**config.mk**
```make
export PLATFORM = sky130hd
export DESIGN_NAME = nqueens_solver
export DESIGN_NICKNAME = d
export VERILOG_FILES = /design/src/rtl/nqueens_pkg.sv /design/src/rtl/nqueens_occupancy.sv /design/src/rtl/nqueens_solver.sv
export SDC_FILE = /design/constraint.sdc
export NUM_CORES = 1
export LEC_CHECK = 0
export BUFFER_PORTS_ARGS = -buffer_cell sky130_fd_sc_hd__buf_4
export CELL_PAD_IN_SITES_DETAIL_PLACEMENT = 1
export CELL_PAD_IN_SITES_GLOBAL_PLACEMENT = 1
export CORE_MARGIN = 8
export CORE_UTILIZATION = 25
export CTS_BUF_LIST = sky130_fd_sc_hd__clkbuf_4 sky130_fd_sc_hd__clkbuf_8
export DETAILED_ROUTE_END_ITERATION = 6
export PLACE_DENSITY = 0.5
export SLEW_MARGIN = 20
export SYNTH_ARGS = -nofsm -noshare
export SYNTH_HDL_FRONTEND = slang
export SYNTH_HIERARCHICAL = 1
export SYNTH_SLANG_ARGS = --single-unit
```
**constraint.sdc**
```tcl
create_clock -name clk -period 5.7 [get_ports clk]
set_clock_uncertainty 0.2 [all_clocks]
set_input_delay 1.14 -clock clk [delete_from_list [all_inputs] [get_ports clk]]
set_output_delay 1.14 -clock clk [all_outputs]
set_load 0.05 [all_outputs]
```
**src/rtl/nqueens_pkg.sv**
```systemverilog
// Shared types and index helpers for the N-Queens backtracking solver.
// Holds the FSM state enum, the column-index width function and diagonal maps.
package nqueens_pkg;

    typedef enum logic [2:0] {
        IDLE,
        TRY,
        BACKTRACK,
        FOUND,
        DONE
    } state_e;

    // Width of one queen column index for an n x n board.
    function automatic int nq_col_w(input int n);
        return (n < 2) ? 1 : $clog2(n);
    endfunction

    // Left diagonal: cells with equal row+col share it.
    function automatic int unsigned ldiag_idx(input int unsigned row,
                                              input int unsigned col);
        return row + col;
    endfunction

    // Right diagonal: cells with equal row-col share it, offset to be >= 0.
    function automatic int unsigned rdiag_idx(input int unsigned row,
                                              input int unsigned col,
                                              input int unsigned n);
        return row + n - 1 - col;
    endfunction

endpackage

```
**src/rtl/nqueens_occupancy.sv**
```systemverilog
// Column and diagonal occupancy bookkeeping for the N-Queens solver.
// Ports: clk/reset (async active-low); clr_all wipes the board; set/clr
// place or remove the queen at upd_row/upd_col; safe reports whether
// chk_row/chk_col is unattacked by the queens currently on the board.
module nqueens_occupancy
    import nqueens_pkg::*;
#(
    parameter int N     = 8,
    parameter int COL_W = nq_col_w(N)
) (
    input  logic             clk,
    input  logic             reset,
    input  logic             clr_all,
    input  logic             set,
    input  logic             clr,
    input  logic [COL_W-1:0] chk_row,
    input  logic [COL_W-1:0] chk_col,
    input  logic [COL_W-1:0] upd_row,
    input  logic [COL_W-1:0] upd_col,
    output logic             safe
);

    // 2N-1 diagonals always fit in COL_W+1 index bits; vectors are sized
    // to the full index range so every index is in bounds by construction.
    localparam int DW = COL_W + 1;
    localparam int CV = 1 << COL_W;
    localparam int DV = 1 << DW;

    logic [CV-1:0] col_used_q, col_used_d;
    logic [DV-1:0] ldiag_q, ldiag_d;
    logic [DV-1:0] rdiag_q, rdiag_d;

    logic [DW-1:0] chk_l, chk_r, upd_l, upd_r;

    assign chk_l = DW'(ldiag_idx(32'(chk_row), 32'(chk_col)));
    assign chk_r = DW'(rdiag_idx(32'(chk_row), 32'(chk_col), N));
    assign upd_l = DW'(ldiag_idx(32'(upd_row), 32'(upd_col)));
    assign upd_r = DW'(rdiag_idx(32'(upd_row), 32'(upd_col), N));

    assign safe = ~col_used_q[chk_col] & ~ldiag_q[chk_l] & ~rdiag_q[chk_r];

    always_comb begin
        col_used_d = col_used_q;
        ldiag_d    = ldiag_q;
        rdiag_d    = rdiag_q;
        if (clr_all) begin
            col_used_d = '0;
            ldiag_d    = '0;
            rdiag_d    = '0;
        end else if (set) begin
            col_used_d[upd_col] = 1'b1;
            ldiag_d[upd_l]      = 1'b1;
            rdiag_d[upd_r]      = 1'b1;
        end else if (clr) begin
            col_used_d[upd_col] = 1'b0;
            ldiag_d[upd_l]      = 1'b0;
            rdiag_d[upd_r]      = 1'b0;
        end
    end

    always_ff @(posedge clk or negedge reset) begin
        if (!reset) begin
            col_used_q <= '0;
            ldiag_q    <= '0;
            rdiag_q    <= '0;
        end else begin
            col_used_q <= col_used_d;
            ldiag_q    <= ldiag_d;
            rdiag_q    <= rdiag_d;
        end
    end

endmodule

```
**src/rtl/nqueens_solver.sv**
```systemverilog
// Parametrised N-Queens backtracking engine: first-solution or enumerate-all.
// Ports: clk, reset (async active-low), start/mode/abort control, busy/done
// status, sol_valid/sol_ready/sol_cols solution stream, sol_count total.
// Optional NQUEENS_CYCLE_CNT_EN adds a 32-bit saturating busy-cycle counter
// on output port cycles.
module nqueens_solver
    import nqueens_pkg::*;
#(
    parameter int N     = 8,
    parameter int CNT_W = 16,
    parameter int COL_W = nq_col_w(N)
) (
    input  logic               clk,
    input  logic               reset,
    input  logic               start,
    input  logic               mode,
    input  logic               abort,
    output logic               busy,
    output logic               done,
    output logic               sol_valid,
    input  logic               sol_ready,
    output logic [N*COL_W-1:0] sol_cols,
    output logic [CNT_W-1:0]   sol_count
`ifdef NQUEENS_CYCLE_CNT_EN
    ,
    output logic [31:0]        cycles
`endif
);

    localparam logic [COL_W-1:0] LAST = COL_W'(N - 1);
    localparam logic [COL_W-1:0] ONE  = COL_W'(1);

    state_e           state_q, state_d;
    logic [COL_W-1:0] row_q, row_d;
    logic [COL_W-1:0] col_q, col_d;
    logic [CNT_W-1:0] cnt_q, cnt_d;
    logic             mode_q, mode_d;
    logic [COL_W-1:0] q_q [N];
    logic [COL_W-1:0] q_d [N];

    logic             occ_set, occ_clr, occ_clr_all, safe;
    logic [COL_W-1:0] upd_row, upd_col;
    logic [COL_W-1:0] bt_row, bt_col, top_col;

    assign bt_row  = row_q - ONE;
    assign bt_col  = q_q[bt_row];
    assign top_col = q_q[N-1];

    nqueens_occupancy #(
        .N     (N),
        .COL_W (COL_W)
    ) u_occ (
        .clk     (clk),
        .reset   (reset),
        .clr_all (occ_clr_all),
        .set     (occ_set),
        .clr     (occ_clr),
        .chk_row (row_q),
        .chk_col (col_q),
        .upd_row (upd_row),
        .upd_col (upd_col),
        .safe    (safe)
    );

    always_comb begin
        state_d     = state_q;
        row_d       = row_q;
        col_d       = col_q;
        cnt_d       = cnt_q;
        mode_d      = mode_q;
        q_d         = q_q;
        occ_set     = 1'b0;
        occ_clr     = 1'b0;
        occ_clr_all = 1'b0;
        upd_row     = row_q;
        upd_col     = col_q;
        // Abort wins over everything, including a same-cycle transfer.
        if (abort) begin
            state_d = IDLE;
        end else begin
            unique case (state_q)
                IDLE: begin
                    if (start) begin
                        occ_clr_all = 1'b1;
                        row_d       = '0;
                        col_d       = '0;
                        cnt_d       = '0;
                        mode_d      = mode;
                        for (int i = 0; i < N; i++) q_d[i] = '0;
                        state_d     = TRY;
                    end
                end
                TRY: begin
                    if (safe) begin
                        occ_set    = 1'b1;
                        q_d[row_q] = col_q;
                        if (row_q == LAST) begin
                            state_d = FOUND;
                        end else begin
                            row_d = row_q + ONE;
                            col_d = '0;
                        end
                    end else if (col_q == LAST) begin
                        state_d = BACKTRACK;
                    end else begin
                        col_d = col_q + ONE;
                    end
                end
                BACKTRACK: begin
                    if (row_q == '0) begin
                        state_d = DONE;
                    end else begin
                        // Lift the queen of the previous row and resume
                        // one column to its right, or keep unwinding.
                        occ_clr = 1'b1;
                        upd_row = bt_row;
                        upd_col = bt_col;
                        row_d   = bt_row;
                        if (bt_col != LAST) begin
                            col_d   = bt_col + ONE;
                            state_d = TRY;
                        end
                    end
                end
                FOUND: begin
                    if (sol_ready) begin
                        if (cnt_q != '1) cnt_d = cnt_q + CNT_W'(1);
                        if (!mode_q) begin
                            state_d = DONE;
                        end else begin
                            occ_clr = 1'b1;
                            upd_row = LAST;
                            upd_col = top_col;
                            if (top_col != LAST) begin
                                col_d   = top_col + ONE;
                                state_d = TRY;
                            end else begin
                                state_d = BACKTRACK;
                            end
                        end
                    end
                end
                DONE: begin
                    state_d = IDLE;
                end
                default: begin
                    state_d = IDLE;
                end
            endcase
        end
    end

    always_ff @(posedge clk or negedge reset) begin
        if (!reset) begin
            state_q <= IDLE;
            row_q   <= '0;
            col_q   <= '0;
            cnt_q   <= '0;
            mode_q  <= 1'b0;
            for (int i = 0; i < N; i++) q_q[i] <= '0;
        end else begin
            state_q <= state_d;
            row_q   <= row_d;
            col_q   <= col_d;
            cnt_q   <= cnt_d;
            mode_q  <= mode_d;
            for (int i = 0; i < N; i++) q_q[i] <= q_d[i];
        end
    end

    assign busy      = (state_q != IDLE);
    assign done      = (state_q == DONE);
    assign sol_valid = (state_q == FOUND);
    assign sol_count = cnt_q;

    always_comb begin
        sol_cols = '0;
        for (int r = 0; r < N; r++) sol_cols[r*COL_W +: COL_W] = q_q[r];
    end

`ifdef NQUEENS_CYCLE_CNT_EN
    logic [31:0] cyc_q, cyc_d;

    always_comb begin
        cyc_d = cyc_q;
        if (state_q == IDLE) begin
            if (start && !abort) cyc_d = '0;
        end else if (cyc_q != '1) begin
            cyc_d = cyc_q + 32'd1;
        end
    end

    always_ff @(posedge clk or negedge reset) begin
        if (!reset) cyc_q <= '0;
        else        cyc_q <= cyc_d;
    end

    assign cycles = cyc_q;
`endif

endmodule

```
==> results of run 1 <==
## final timing paths
kind / from / slack (ns) / depth (start not counted) / end
max in group asynchronous: reset / 3.68 / 2 / sol_count[13]
worst min register to register: u_occ/col_used_q[2] / 0.33 / 2 / u_occ/col_used_q[2]
worst max register to register: row_q[0] / 0.67 / 14 / u_occ/rdiag_q[1]
min in group asynchronous: reset / 0.56 / 1 / sol_cols[5]
worst min-delay path: u_occ/col_used_q[2] / 0.33 / 2 / u_occ/col_used_q[2]
worst max-delay path: row_q[0] / 0.67 / 14 / u_occ/rdiag_q[1]
## registers in the layout, indices dropped and copies added, names as in the netlist
name	flops
top_col	3
state_q	3
col_q	3
row_q	3
u_occ/col_used_q	8
sol_cols	21
mode_q	1
sol_count	16
u_occ/rdiag_q	16
u_occ/ldiag_q	16
## per-stage QoR
stage	worst slack (ns)	hold slack, ns	area, um^2	util [%]
floorplan	1.48	0.274	5620	-
global placement	0.865	0.305	6250	27.9
detailed placement	0.631	0.314	6250	27.9
CTS	0.632	0.338	6450	28.9
global route	0.231	0.369	6480	29.0
finish	0.665	0.331	6480	29.0
## power by group through the flow
stage	Sequential [W]	Combinational, W	Clock, W
detailed placement	0.000885	0.00145	0
global route	0.000894	0.00161	0.000524
global placement	0.000878	0.00143	0
floorplan	0.000844	0.00106	0
finish	0.000871	0.00145	0.000482
CTS	0.000871	0.00145	0.000499
## layout by cell type, fill, tap and decap left out, types with 3 or more instances in the layout
cell	instances
dfrtp_1	90
nand2_1	81
o21ai_0	62
a21oi_1	53
buf_4	53
nor2_1	47
inv_1	34
nand3_1	21
ha_1	20
xnor2_1	15
o22ai_1	15
mux4_1	10
clkbuf_8	10
or3_1	8
mux4_2	8
a21o_1	8
nor2b_1	7
nor3_1	7
a211oi_1	6
xor2_1	5
mux2_2	5
a22oi_1	5
nand2b_1	4
and2_1	4
and3_1	4
nor3b_1	4
nand4_1	4
a32oi_1	4
fa_1	4
mux2i_1	3
a22o_1	3
o2111ai_1	3
a2111oi_2	3
## worst max-delay path, delay by kind of cell, from the launching register on
kind	cells	cell delay [ns]
mux	2	0.89
simple gates	1	0.18
xor+xnor	1	0.37
fa+ha+maj	3	1.15
buf+inv	3	0.42
compound gates	4	0.94
flops	1	0.76
## cells by family after synthesis
kind of cell             Yosys count  synth area share (%)
AO/OA/AOI/OAI                    182                  19.8
adder cells (fa/ha/maj)           24                  5.88
buffers and inverters             57                  4.50
flip-flops                        90                  40.1
multiplexers                      26                  9.42
AND/OR/NAND/NOR                  205                  17.2
XOR/XNOR                          20                  3.12
## area by class of cell
| type | count | area [um^2] | area share [%] |
|---|---|---|---|
| clock inverter | 6 | 65.1 | 1.00 |
| clock buffer | 10 | 138 | 2.12 |
| timing repair buffer | 54 | 425 | 6.56 |
| sequential | 90 | 2250 | 34.7 |
| inverter | 35 | 131 | 2.03 |
| multi-input combinational | 457 | 3110 | 48.0 |
| tap | 285 | 357 | 5.50 |
## routing by layer
metal  share of wire (%)  vias to the layer above
met1                  47                     2489
met5                   0                        -
li1                    -                     2274
met2                  50                       70
met4                 1.4                        0
met3                 2.5                       14
==> flow_summary.json, run 1 <==
{
  "grt_pass1_vias": 5179,
  "cts_resized": 0,
  "routedWlPerCell_um": 19.3,
  "drive_gt1_share_pct": 14.4,
  "status": "finished with violations",
  "gp_congestion": 0.805,
  "use_met2_pct": 22.4,
  "fin_crit_sh_pct": 88.3,
  "antenna_violating_nets_post_route": 0,
  "crit_path_end_kind": "flip-flop",
  "cts-buffers-inserted": 9,
  "cpMaxStageDelayCell": "dfrtp_1",
  "htreeDepth": 3,
  "num-nets-final": 677,
  "setup_violations": 0,
  "cts-root-buf": "clkbuf_8",
  "io_pins": 49,
  "via_per_inst": 5.17,
  "post-route-min-period_ns": 5.03,
  "grtUsageTotal_pct": 13.3,
  "postCtsSetupBuffers": 0,
  "syn_inst": 604,
  "seqPwrFrac_pct": 31.0,
  "ys_ff_latch": 90,
  "worst_pin_slew_ns": 1.10,
  "p_sw_w": 0.00134,
  "min_path_type": "flip-flop to flip-flop",
  "cts_tree": "built",
  "slew_viol_final": 0,
  "hpwl_mm": 13.1,
  "clk_path_buf_depth": 2,
  "synth_nets": 634,
  "syn_area_per_cell_um2": 9.30,
  "vias": 4847,
  "dp.cells": 920,
  "max_slew_margin_pct": 26.5,
  "peakVddDrop_uv": 122,
  "cellPowerDensity_mw_per_mm2": 433,
  "clock_latency_ns": 0.39,
  "synthTopCellsByArea": "dfrtp_1 (40%), o21ai_0 (5.5%), nand2_1 (5.4%), a21oi_1 (4.7%), mux4_1 (4.7%)",
  "diodes": 0,
  "power_w": 0.00281,
  "seq_area_frac_synth_pct": 40.1,
  "maxCapViolCount": 0,
  "finalHoldViolCount": 0,
  "arrival_ns": 5.10,
  "layout.cells.non_filler": 937,
  "p_sw_share_pct": 47.6,
  "core_area_mm2": 0.0224,
  "crit_required_ns": 5.77,
  "grt_overflow": 0,
  "path_class": "flip-flop to flip-flop",
  "grt_pass1_wl_mm": 29.7,
  "port_buffers": 48,
  "clkSlewWorstSetupHoldPaths_ns": 0.10,
  "hold_buffers": 0,
  "tns_ns": 0,
  "synth_top_cells_by_count": "dfrtp_1 (90), nand2_1 (81), o21ai_0 (62)",
  "die_w_um": 166,
  "synth_edf_count": 0,
  "yosysMostFrequentCell": "dfrtp_1",
  "fill_cells": 2587,
  "start_util_pct": 25.1,
  "pwr-share-comb_pct": 51.8,
  "die_h_um": 166,
  "drc_errors": 1,
  "gr-usage-met3_pct": 1.88,
  "synth.largest_area_cell": "dfrtp_1",
  "rsz0062_at_grt": "no",
  "gr-usage-met1_pct": 16.8,
  "leakagePower_nw": 2.82,
  "drtIter0Drc": 345,
  "crit_fanout": 18,
  "worstSetupStartpointType": "flip-flop",
  "dieArea_mm2": 0.0275,
  "ys_types": 61,
  "dr.pass1.iters": 7,
  "antenna_found_initial": 0,
  "synthFlopType": "dfrtp_1",
  "intPower_w": 0.00147,
  "violations": "design-rule violations",
  "area_growth_pct": 15.4,
  "yosysWarnings": 6,
  "grt_max_degree": 56,
  "cpPeakStageDelay_ns": 0.76,
  "synthArstFlopShare_pct": 100,
  "timing.fmax_mhz": 199,
  "rows": 55,
  "drt_wl_total_mm": 18.1,
  "clock-sinks": 90,
  "grt.busiest_layer": "met2",
  "crit_chain": "inv_1 -> ha_1 -> mux4_2 -> mux2_2 -> a32o_1 -> a22o_1 -> inv_1 -> ha_1 -> inv_1 -> fa_1 -> xor2_1 -> nand2_1 -> o21ai_0 -> a21oi_1",
  "synth_top_area_share_pct": 40.1,
  "syn_area_mm2": 0.00562,
  "crit_top_cell": "inv_1",
  "clockPowerShare_pct": 17.2
}
Note: power is estimated with default switching activity, not from simulation.
==> run 2: changes to the inputs <==
--- a/config.mk
+++ b/config.mk
@@ -16,5 +16,4 @@
 export SLEW_MARGIN = 20
 export SYNTH_ARGS = -nofsm -noshare
 export SYNTH_HDL_FRONTEND = slang
-export SYNTH_HIERARCHICAL = 1
 export SYNTH_SLANG_ARGS = --single-unit
==> flow_summary.json, run 2 <==
{
  "io_pins": 49,
  "path_class": "flip-flop to flip-flop",
  "gp_congestion": 0.795,
  "yosysMostFrequentCell": "dfrtp_1",
  "maxCapViolCount": 0,
  "grtUsageTotal_pct": 14.4,
  "clkSlewWorstSetupHoldPaths_ns": 0.10,
  "num-nets-final": 633,
  "seq_area_frac_synth_pct": 40.7,
  "ys_ff_latch": 90,
  "synth.largest_area_cell": "dfrtp_1",
  "synthArstFlopShare_pct": 100,
  "seq_area_mm2": 0.00225,
  "clockPowerShare_pct": 16.4,
  "syn_area_mm2": 0.00554,
  "slew_viol_final": 0,
  "drc_errors": 0,
  "syn_inst": 561,
  "cts_resized": 0,
  "cts_tree": "built",
  "clock-sinks": 90,
  "multiInputGateArea_mm2": 0.00311,
  "clock_latency_ns": 0.39,
  "area_growth_pct": 15.7,
  "start_util_pct": 25.4,
  "cellPowerDensity_mw_per_mm2": 429,
  "pwr-share-comb_pct": 52.5,
  "drtIter0Drc": 285,
  "timing.fmax_mhz": 227,
  "crit_fanout": 10,
  "layout.cells.non_filler": 888,
  "largest_register_ffs": 21,
  "core_area_mm2": 0.0218,
  "hpwl_mm": 13.8,
  "port_buffers": 48,
  "post-route-min-period_ns": 4.40,
  "p_sw_w": 0.00134,
  "antenna_found_initial": 0,
  "htreeDepth": 3,
  "dieArea_mm2": 0.0272,
  "die_w_um": 165,
  "syn_area_per_cell_um2": 9.88,
  "rsz0062_at_grt": "no",
  "intPower_w": 0.00142,
  "synth_top_cells_by_count": "dfrtp_1 (90), nand2_1 (54), nor2_1 (37), o21ai_0 (37), o211ai_1 (35)",
  "yosysWarnings": 0,
  "arrival_ns": 4.46,
  "p_sw_share_pct": 48.5,
  "crit_required_ns": 5.76,
  "routedWlPerCell_um": 21.1,
  "crit_path_end_kind": "flip-flop",
  "grt_overflow": 0,
  "dr.pass1.iters": 4,
  "synthFlopType": "dfrtp_1",
  "cts-buffers-inserted": 9,
  "grt_pass1_vias": 5219,
  "worst_pin_slew_ns": 0.874,
  "hold_buffers": 0,
  "max_slew_margin_pct": 41.5,
  "rows": 54,
  "ff2ff_setup_slack_ns": 1.30,
  "synth_edf_count": 0,
  "via_per_inst": 5.37,
  "status": "finished, final reports clean",
  "synth_top_area_share_pct": 40.7,
  "clk_path_buf_depth": 2,
  "seqPwrFrac_pct": 31.1,
  "postCtsSetupBuffers": 0,
  "synth_nets": 591,
  "ys_types": 61,
  "worstSetupStartpointType": "flip-flop",
  "cts-root-buf": "clkbuf_8",
  "drive_gt1_share_pct": 17.6,
  "min_path_type": "flip-flop to flip-flop",
  "dp.cells": 872,
  "synthTopCellsByArea": "dfrtp_1 (41%), mux4_2 (6.9%), o211ai_1 (4.7%), ha_1 (4.5%), nand2_1 (3.7%)",
  "die_h_um": 165,
  "finalHoldViolCount": 0,
  "fill_cells": 2501,
  "setup_violations": 0,
  "layout_commonest_cell": "dfrtp_1",
  "antenna_violating_nets_post_route": 0,
  "grt_max_degree": 48,
  "grt_pass1_wl_mm": 30.3,
  "drt_wl_total_mm": 18.7,
  "diodes": 0,
  "vias": 4765,
  "tns_ns": 0,
  "leakagePower_nw": 2.71,
  "peakVddDrop_uv": 172,
  "mostFrequentLayoutCells": "dfrtp_1 (90), buf_4 (59), nand2_1 (54)",
  "fin_crit_sh_pct": 77.3
}
-- run 2: changes by cell type after synthesis, moves of 12 or more --
cell	change
o21ai_1	+12
o2bb2ai_1	+12
a21oi_1	-40
nand2_1	-27
o211ai_1	+33
inv_1	-17
o21ai_0	-25
-- run 2: stage by stage --
step | util [%] | instance area [um^2] | power [W] | worst slack [ns] | hold slack (ns)
after floorplan | - | 5540 | 0.00187 | 1.02 | 0.276
after global placement | 28.5 | 6220 | 0.00229 | 1.30 | 0.312
after detailed placement | 28.5 | 6220 | 0.00232 | 1.16 | 0.314
after CTS | 29.4 | 6410 | 0.00279 | 1.22 | 0.344
after global routing | 29.4 | 6410 | 0.00296 | 0.932 | 0.364
final | 29.4 | 6410 | 0.00275 | 1.30 | 0.344
-- run 2: logic make-up after synthesis --
| logic type | after synthesis | share of synthesized area (%) |
|---|---|---|
| adders and majority gates | 24 | 5.96 |
| AOI/OAI and AO/OA | 174 | 21.9 |
| xor gates and xnor gates | 18 | 2.85 |
| and+or+nand+nor | 181 | 16.1 |
| muxes | 29 | 9.17 |
| buffers and inverters | 45 | 3.30 |
| DFF | 90 | 40.7 |
-- run 2: path summary, 6_finish.rpt --
check,start,endpoint,cells after the start
setup / recovery,row_q[0],u_occ.ldiag_q[14],14
hold / removal,u_occ.ldiag_q[10],u_occ.ldiag_q[10],2
setup reg to reg,row_q[0],u_occ.ldiag_q[14],14
hold reg to reg,u_occ.ldiag_q[10],u_occ.ldiag_q[10],2
max in group asynchronous,reset,u_occ.ldiag_q[13],2
min in group asynchronous,reset,state_q[1],1
-- run 2: critical path: stages (launching register included) --
cell	delay, ns
dfrtp_1	0.36
inv_1	0.16
ha_1	0.61
mux4_2	0.57
mux2_2	0.32
a222oi_1	0.32
buf_4	0.24
inv_1	0.09
ha_1	0.23
fa_1	0.43
xnor2_1	0.17
nor2_1	0.14
nand2_1	0.13
o211ai_1	0.19
o21ai_0	0.12
-- run 2: power groups by stage --
stage	sequential [W]	clock, W	combinational, W
after floorplan	0.000840	0	0.00103
after global placement	0.000865	0	0.00142
after detailed placement	0.000868	0	0.00145
after CTS	0.000856	0.000475	0.00146
after global routing	0.000871	0.000497	0.00159
final	0.000856	0.000451	0.00144
-- run 2: per-layer routing --
| metal | vias up | wire, um | global-route usage, % |
|---|---|---|---|
| met3 | 18 | 897 | 2.92 |
| met1 | 2450 | 8570 | 18.3 |
| met5 | - | 0 | 0 |
| met4 | 0 | 299 | 4.87 |
| met2 | 88 | 8970 | 23.9 |
| li1 | 2209 | - | - |
-- run 2: area by class of cell --
class / count / area share (%)
inverter: 17 / 0.995
clock buffer: 9 / 1.93
timing repair buffer: 59 / 6.91
tap: 280 / 5.46
clock inverter: 7 / 1.05
multi-input combinational: 426 / 48.5
sequential: 90 / 35.1
